## config.mk

```make
export PLATFORM = sky130hd
export DESIGN_NAME = fpu_issue_ctrl
export DESIGN_NICKNAME = d
export VERILOG_FILES = /design/src/rtl/fpu_ctrl_pkg.sv /design/src/rtl/fpu_wb_resv.sv /design/src/rtl/fpu_issue_ctrl.sv
export SDC_FILE = /design/constraint.sdc
export NUM_CORES = 1
export LEC_CHECK = 0
export BUFFER_PORTS_ARGS = -buffer_cell sky130_fd_sc_hd__buf_2
export CAP_MARGIN = 25
export CORE_UTILIZATION = 60
export DETAILED_ROUTE_END_ITERATION = 8
export PLACE_DENSITY_LB_ADDON = 0.3
export SYNTH_ARGS = -nofsm -noshare
export SYNTH_HDL_FRONTEND = slang
export SYNTH_SLANG_ARGS = --single-unit
```

## constraint.sdc

```tcl
create_clock -name clk -period 6.3 [get_ports clk]
set_input_delay 0.63 -clock clk [delete_from_list [all_inputs] [get_ports clk]]
set_output_delay 0.63 -clock clk [all_outputs]
set_load 0.1 [all_outputs]
```

## src/rtl/fpu_ctrl_pkg.sv

```systemverilog
// -----------------------------------------------------------------------------
// fpu_ctrl_pkg
// Shared types for the FPU issue controller: op encoding, writeback mux
// select, reservation-table entry and divider FSM state.
// RESV_TAG_W is the tag width carried in each reservation entry; the top
// zero-extends its TAG_W tag into it, so TAG_W must not exceed RESV_TAG_W.
// -----------------------------------------------------------------------------
package fpu_ctrl_pkg;

  localparam int RESV_TAG_W = 16;

  typedef enum logic [1:0] {
    FADD = 2'd0,
    FSUB = 2'd1,
    FMUL = 2'd2,
    FDIV = 2'd3
  } fpu_op_t;

  typedef enum logic [1:0] {
    WB_ADD = 2'd0,
    WB_MUL = 2'd1,
    WB_DIV = 2'd2
  } wb_sel_t;

  typedef struct packed {
    logic                  valid;
    wb_sel_t               sel;
    logic [RESV_TAG_W-1:0] tag;
  } resv_entry_t;

  typedef enum logic [0:0] {
    IDLE = 1'b0,
    BUSY = 1'b1
  } div_state_t;

  function automatic int max3(input int a, input int b, input int c);
    int m;
    m = (a > b) ? a : b;
    return (m > c) ? m : c;
  endfunction

endpackage

```

## src/rtl/fpu_wb_resv.sv

```systemverilog
// -----------------------------------------------------------------------------
// fpu_wb_resv
// Writeback reservation shift register. Slot k holds the result that will be
// written back k cycles from now; slot 0 is the head, i.e. the registered
// writeback of the current cycle. Every clock the table moves one slot toward
// the head.
// Ports:
//   clk, rst      clock, asynchronous active-high reset
//   clear         synchronous clear of every slot
//   ins_en        insert ins_entry so that it reaches the head ins_lat cycles
//                 from now (ins_lat >= 1)
//   chk_lat       latency to look up; chk_conflict=1 if that writeback cycle
//                 is already taken
//   head          current writeback entry
//   nonempty      any slot (including the head) valid
// -----------------------------------------------------------------------------
module fpu_wb_resv
  import fpu_ctrl_pkg::*;
#(
  parameter int DEPTH = 10,
  parameter int LAT_W = 4
) (
  input  logic             clk,
  input  logic             rst,
  input  logic             clear,
  input  logic             ins_en,
  input  logic [LAT_W-1:0] ins_lat,
  input  resv_entry_t      ins_entry,
  input  logic [LAT_W-1:0] chk_lat,
  output logic             chk_conflict,
  output resv_entry_t      head,
  output logic             nonempty
);

  resv_entry_t [DEPTH-1:0] slot_q;
  resv_entry_t [DEPTH-1:0] slot_d;

  // Insertion lands in the post-shift view: latency L goes to slot L-1.
  always_comb begin
    slot_d = '0;
    if (!clear) begin
      for (int k = 0; k < DEPTH - 1; k++) begin
        slot_d[k] = slot_q[k + 1];
      end
      for (int k = 0; k < DEPTH; k++) begin
        if (ins_en && (ins_lat == LAT_W'(k + 1))) begin
          slot_d[k] = ins_entry;
        end
      end
    end
  end

  // Writeback cycle t+L is currently slot L. Slot 0 frees at this edge and a
  // latency of DEPTH reaches past anything reserved, so neither can conflict.
  always_comb begin
    chk_conflict = 1'b0;
    for (int k = 1; k < DEPTH; k++) begin
      if (slot_q[k].valid && (chk_lat == LAT_W'(k))) begin
        chk_conflict = 1'b1;
      end
    end
  end

  always_comb begin
    nonempty = 1'b0;
    for (int k = 0; k < DEPTH; k++) begin
      nonempty = nonempty | slot_q[k].valid;
    end
  end

  assign head = slot_q[0];

  always_ff @(posedge clk or posedge rst) begin
    if (rst) begin
      slot_q <= '0;
    end else begin
      slot_q <= slot_d;
    end
  end

endmodule

```

## src/rtl/fpu_issue_ctrl.sv

```systemverilog
// -----------------------------------------------------------------------------
// fpu_issue_ctrl
// Issue scheduler for the FPU cluster (fadd/fsub, fmul, fdiv). Accepts one op
// per cycle on a valid/ready handshake, strobes the selected unit, reserves
// the single shared writeback slot at issue time and drives the writeback mux
// select and tag. No operand or result data passes through here.
// Ports:
//   clk, rst                   clock, asynchronous active-high reset
//   flush                      (FPU_FLUSH_EN only) discard all in-flight ops
//   req_valid/req_op/req_tag   dispatch request; req_ready is the accept
//                              condition and never depends on req_valid
//   fadd_start/fadd_sub        fadd unit strobe, fadd_sub=1 for subtract
//   fmul_start, fdiv_start     unit strobes
//   wb_valid/wb_sel/wb_tag     registered shared-writeback control
//   busy                       any op in flight
// Optional feature: define FPU_FLUSH_EN to add the flush input.
// -----------------------------------------------------------------------------
module fpu_issue_ctrl
  import fpu_ctrl_pkg::*;
#(
  parameter int FADD_LAT = 4,
  parameter int FMUL_LAT = 2,
  parameter int FDIV_LAT = 10,
  parameter int TAG_W    = 5
) (
  input  logic             clk,
  input  logic             rst,
`ifdef FPU_FLUSH_EN
  input  logic             flush,
`endif
  input  logic             req_valid,
  input  logic [1:0]       req_op,
  input  logic [TAG_W-1:0] req_tag,
  output logic             req_ready,
  output logic             fadd_start,
  output logic             fadd_sub,
  output logic             fmul_start,
  output logic             fdiv_start,
  output logic             wb_valid,
  output logic [1:0]       wb_sel,
  output logic [TAG_W-1:0] wb_tag,
  output logic             busy
);

  localparam int MAXLAT    = max3(FADD_LAT, FMUL_LAT, FDIV_LAT);
  localparam int LAT_W     = $clog2(MAXLAT + 1);
  localparam int DIV_CNT_W = $clog2(FDIV_LAT);

  function automatic logic [LAT_W-1:0] lat_of(input fpu_op_t o);
    case (o)
      FMUL:    return LAT_W'(FMUL_LAT);
      FDIV:    return LAT_W'(FDIV_LAT);
      default: return LAT_W'(FADD_LAT);
    endcase
  endfunction

  function automatic wb_sel_t sel_of(input fpu_op_t o);
    case (o)
      FMUL:    return WB_MUL;
      FDIV:    return WB_DIV;
      default: return WB_ADD;
    endcase
  endfunction

  fpu_op_t              op;
  logic [LAT_W-1:0]     op_lat;
  logic                 flush_w;
  logic                 conflict;
  logic                 accept;
  logic                 resv_nonempty;
  resv_entry_t          ins_entry;
  resv_entry_t          head;
  div_state_t           div_state_q, div_state_d;
  logic [DIV_CNT_W-1:0] div_cnt_q, div_cnt_d;
  logic                 unused_tag_bits;

`ifdef FPU_FLUSH_EN
  assign flush_w = flush;
`else
  assign flush_w = 1'b0;
`endif

  assign op     = fpu_op_t'(req_op);
  assign op_lat = lat_of(op);

  assign req_ready = !conflict && !((op == FDIV) && (div_state_q == BUSY)) && !flush_w;
  assign accept    = req_valid && req_ready;

  assign fadd_start = accept && ((op == FADD) || (op == FSUB));
  assign fadd_sub   = accept && (op == FSUB);
  assign fmul_start = accept && (op == FMUL);
  assign fdiv_start = accept && (op == FDIV);

  always_comb begin
    ins_entry       = '0;
    ins_entry.valid = 1'b1;
    ins_entry.sel   = sel_of(op);
    ins_entry.tag   = RESV_TAG_W'(req_tag);
  end

  fpu_wb_resv #(
    .DEPTH (MAXLAT),
    .LAT_W (LAT_W)
  ) u_resv (
    .clk          (clk),
    .rst          (rst),
    .clear        (flush_w),
    .ins_en       (accept),
    .ins_lat      (op_lat),
    .ins_entry    (ins_entry),
    .chk_lat      (op_lat),
    .chk_conflict (conflict),
    .head         (head),
    .nonempty     (resv_nonempty)
  );

  // Counter is loaded with FDIV_LAT-1 and leaves BUSY as it reaches 0, so the
  // divider is IDLE again exactly in the previous result's writeback cycle.
  always_comb begin
    div_state_d = div_state_q;
    div_cnt_d   = div_cnt_q;
    case (div_state_q)
      IDLE: begin
        if (fdiv_start) begin
          div_state_d = BUSY;
          div_cnt_d   = DIV_CNT_W'(FDIV_LAT - 1);
        end
      end
      BUSY: begin
        if (div_cnt_q == DIV_CNT_W'(1)) begin
          div_state_d = IDLE;
          div_cnt_d   = '0;
        end else begin
          div_cnt_d = div_cnt_q - 1'b1;
        end
      end
      default: begin
        div_state_d = IDLE;
        div_cnt_d   = '0;
      end
    endcase
    if (flush_w) begin
      div_state_d = IDLE;
      div_cnt_d   = '0;
    end
  end

  always_ff @(posedge clk or posedge rst) begin
    if (rst) begin
      div_state_q <= IDLE;
      div_cnt_q   <= '0;
    end else begin
      div_state_q <= div_state_d;
      div_cnt_q   <= div_cnt_d;
    end
  end

  assign wb_valid = head.valid;
  assign wb_sel   = head.sel;
  assign wb_tag   = head.tag[TAG_W-1:0];
  assign busy     = resv_nonempty || (div_state_q == BUSY);

  // Upper tag bits are always zero-extension; fold them so they count as read.
  assign unused_tag_bits = ^head.tag;

endmodule

```

==> out/qor.txt <==
IO Port Bufs -> 23
Tcrit/Tclk final -> 0.407
TritonCTS Buffers -> 9
setup TNS -> 0 ps
Setup-failing EPs final -> 0
clk_lat worst skew -> 350 ps
clk slew on worst S/H paths -> 80 ps
Post-synth top flop -> dfrtp_1
vias per cell -> 5.03
Final Util -> 0.725
Post-synth top cells -> 85 x dfrtp_1, 10 x mux2_2, 7 x buf_4, 6 x and2_1, 6 x inv_1
register area share after synthesis -> 0.817
net count after synthesis -> 161
Mean Syn Cell Area -> 17.5 um^2
worst slew pin tran -> 599 ps
crit path launch type -> flop
Final Hold Fails -> 0
Critical Path End Type -> primary output
Final GP Congestion -> 0.694
Lkg Pwr -> 0.00157 uW
TritonCTS Sinks -> 85
first-pass GRT wire length -> 5980 um
routed via count -> 1166
Yosys reg bits -> 85
Post-Synth Adder-Cell Area -> 0.00961
Die Wd -> 67.9 um
All-Layer GR Usage -> 0.196
asr flop ratio synth -> 1.00
Post-DRT Antenna Nets -> 0
initial antenna violation count -> 0
Hold Crit Class -> reg -> reg
router iterations before antenna repair -> 4
post-synth top area cell -> dfrtp_1
Final Slew Violations -> 0
Synth-to-Final Area Change -> 13.7%
Slew HR -> 0.599
Die ar. -> 0.00461 mm^2
Iter 0 DRT Violations -> 82
Final #Nets -> 189
post-DP HPWL -> 2200 um
Starting Density -> 0.637
layout cell share with drive strength beyond 1 -> 0.313
fmax -> 390 MHz
number of global-route vias before repair -> 1239
GR Overflow Total -> 0
area share of the largest cell type after synthesis -> 0.817
Worst EP required -> 5670 ps
Worst Setup Path Type -> reg -> out
largest family of logic cells by synthesized area -> simple AND/OR/NAND/NOR gates
status -> finished, final reports clean
YS warnings -> 0
I/O Pins -> 24
Setup Fix Bufs, Post-CTS -> 0
Final min period -> 2560 ps
Area contributors post-synth -> dfrtp_1 82%, mux2_2 4.3%, buf_4 2.0%, and2_1 1.4%, mux2i_1 1.2%
EDFF count, synth -> 0
P per Cell Area -> 400 mW/mm^2
max-cap violation count -> 0
CP max-delay cell -> nor3b_2
mux contribution to synthesized area -> 0.0548
Inserted Diodes -> 0
CTS tree -> yes
post-synth cell types -> 24
Vert. Die Dim -> 67.9 um
count leader, synth -> dfrtp_1
final wirelength -> 3770 um
Worst EP arrival -> 1930 ps
Simple-Gate Fraction of Synth Area -> 0.0711
Compound-Gate Fraction of Synth Area -> 0.0134
H-tree depth -> 3
Post-Synthesis Cells -> 149
largest net degree at the start of global routing -> 86
drt wl/cell -> 16.2 um
CP max stage delay -> 540 ps
Root Buffer -> clkbuf_8
reg2reg setup slack -> 4810 ps
clk buf depth -> 2
xor/xnor share of the synthesized area -> 0
WHS -> 347 ps
Rows -> 23
CP cell instances -> nor3b_2 -> and2_1 -> buf_2
Max Clock Skew -> 13.5 ps
hold_buf cts -> 0
crit-path max FO -> 10
DR DRC count -> 0
Synth Cell Area -> 0.00260 mm^2
Core Region -> 0.00409 mm^2
Worst VDD drop -> 0.277 mV
Gates resized, CTS repair -> 0
unrepaired setup endpoints after global routing -> no
[power by group]
| part | total (uW) | internal, uW | switching [uW] |
|---|---|---|---|
| sequential | 630 | 596 | 33.4 |
| combinational | 167 | 48.5 | 118 |
| clock | 388 | 197 | 191 |
| total | 1180 | 841 | 343 |
[cells in the final DEF (no fill, tap or decap), types with 2 or more instances in the layout]
master	count
buf_2	23
nand2_1	4
and2_1	6
mux2i_1	3
inv_6	2
nor3_1	2
o21ai_0	4
nor2b_1	2
nand3_1	2
mux2_2	10
clkbuf_8	10
clkinv_2	2
and2b_1	2
ha_1	2
nor4_1	2
inv_1	5
dfrtp_1	85
or2_2	3
[critical path: cells and delay by family (launching register included)]
kind | cells | cell delay, ps
buffers and inverters | 1 | 420
DFF | 1 | 430
and+or+nand+nor | 2 | 740
[state kept, by name, summed over array words and instances (netlist names)]
signal         cells
u_resv.slot_q     72
u_resv.head        8
div_cnt_q          4
div_state_q        1
[stage by stage]
step	total power [uW]	std cells	area [um^2]	setup WS (ps)
floorplan	776	149	2610	2670
global placement	787	215	2730	3780
detailed placement	804	215	2730	3750
CTS	1190	231	2930	3710
global route	1240	232	2960	3620
finish	1180	232	2960	3740
[cells by family after synthesis]
kind of cell | Yosys count
compound gates | 6
fa+ha+maj | 2
buf+inv | 14
flops | 85
mux | 13
other cells | 1
simple gates | 28
[final timing paths]
| path | cells after the start | end | start |
|---|---|---|---|
| max | 3 | fadd_sub | u_resv.slot_q[94]$_DFF_PP0_ |
| min | 0 | u_resv.slot_q[97]$_DFF_PP0_ | u_resv.slot_q[116]$_DFF_PP0_ |
| max reg2reg | 2 | u_resv.slot_q[58]$_DFF_PP0_ | u_resv.slot_q[94]$_DFF_PP0_ |
| min reg2reg | 0 | u_resv.slot_q[97]$_DFF_PP0_ | u_resv.slot_q[116]$_DFF_PP0_ |
| max in group asynchronous | 4 | u_resv.slot_q[150]$_DFF_PP0_ | rst |
| min in group asynchronous | 3 | u_resv.head[4]$_DFF_PP0_ | rst |
[final cells by class]
type,instances,area (um^2)
clock buffers,10,138
repair buffers,25,150
well taps,50,62.6
fillers,269,1120
inverters,6,23.8
multi-input cells,50,392
flip-flops and latches,85,2130
clock inverters,6,68.8
[layer usage]
| metal | up-vias | wire, um | global-route usage |
|---|---|---|---|
| li1 | 536 | - | - |
| met1 | 591 | 1720 | 0.265 |
| met2 | 33 | 1810 | 0.278 |
| met3 | 6 | 193 | 0.0933 |
| met4 | 0 | 40 | 0.0755 |
| met5 | - | 0 | 0 |
(Power assumes the default switching activity.)
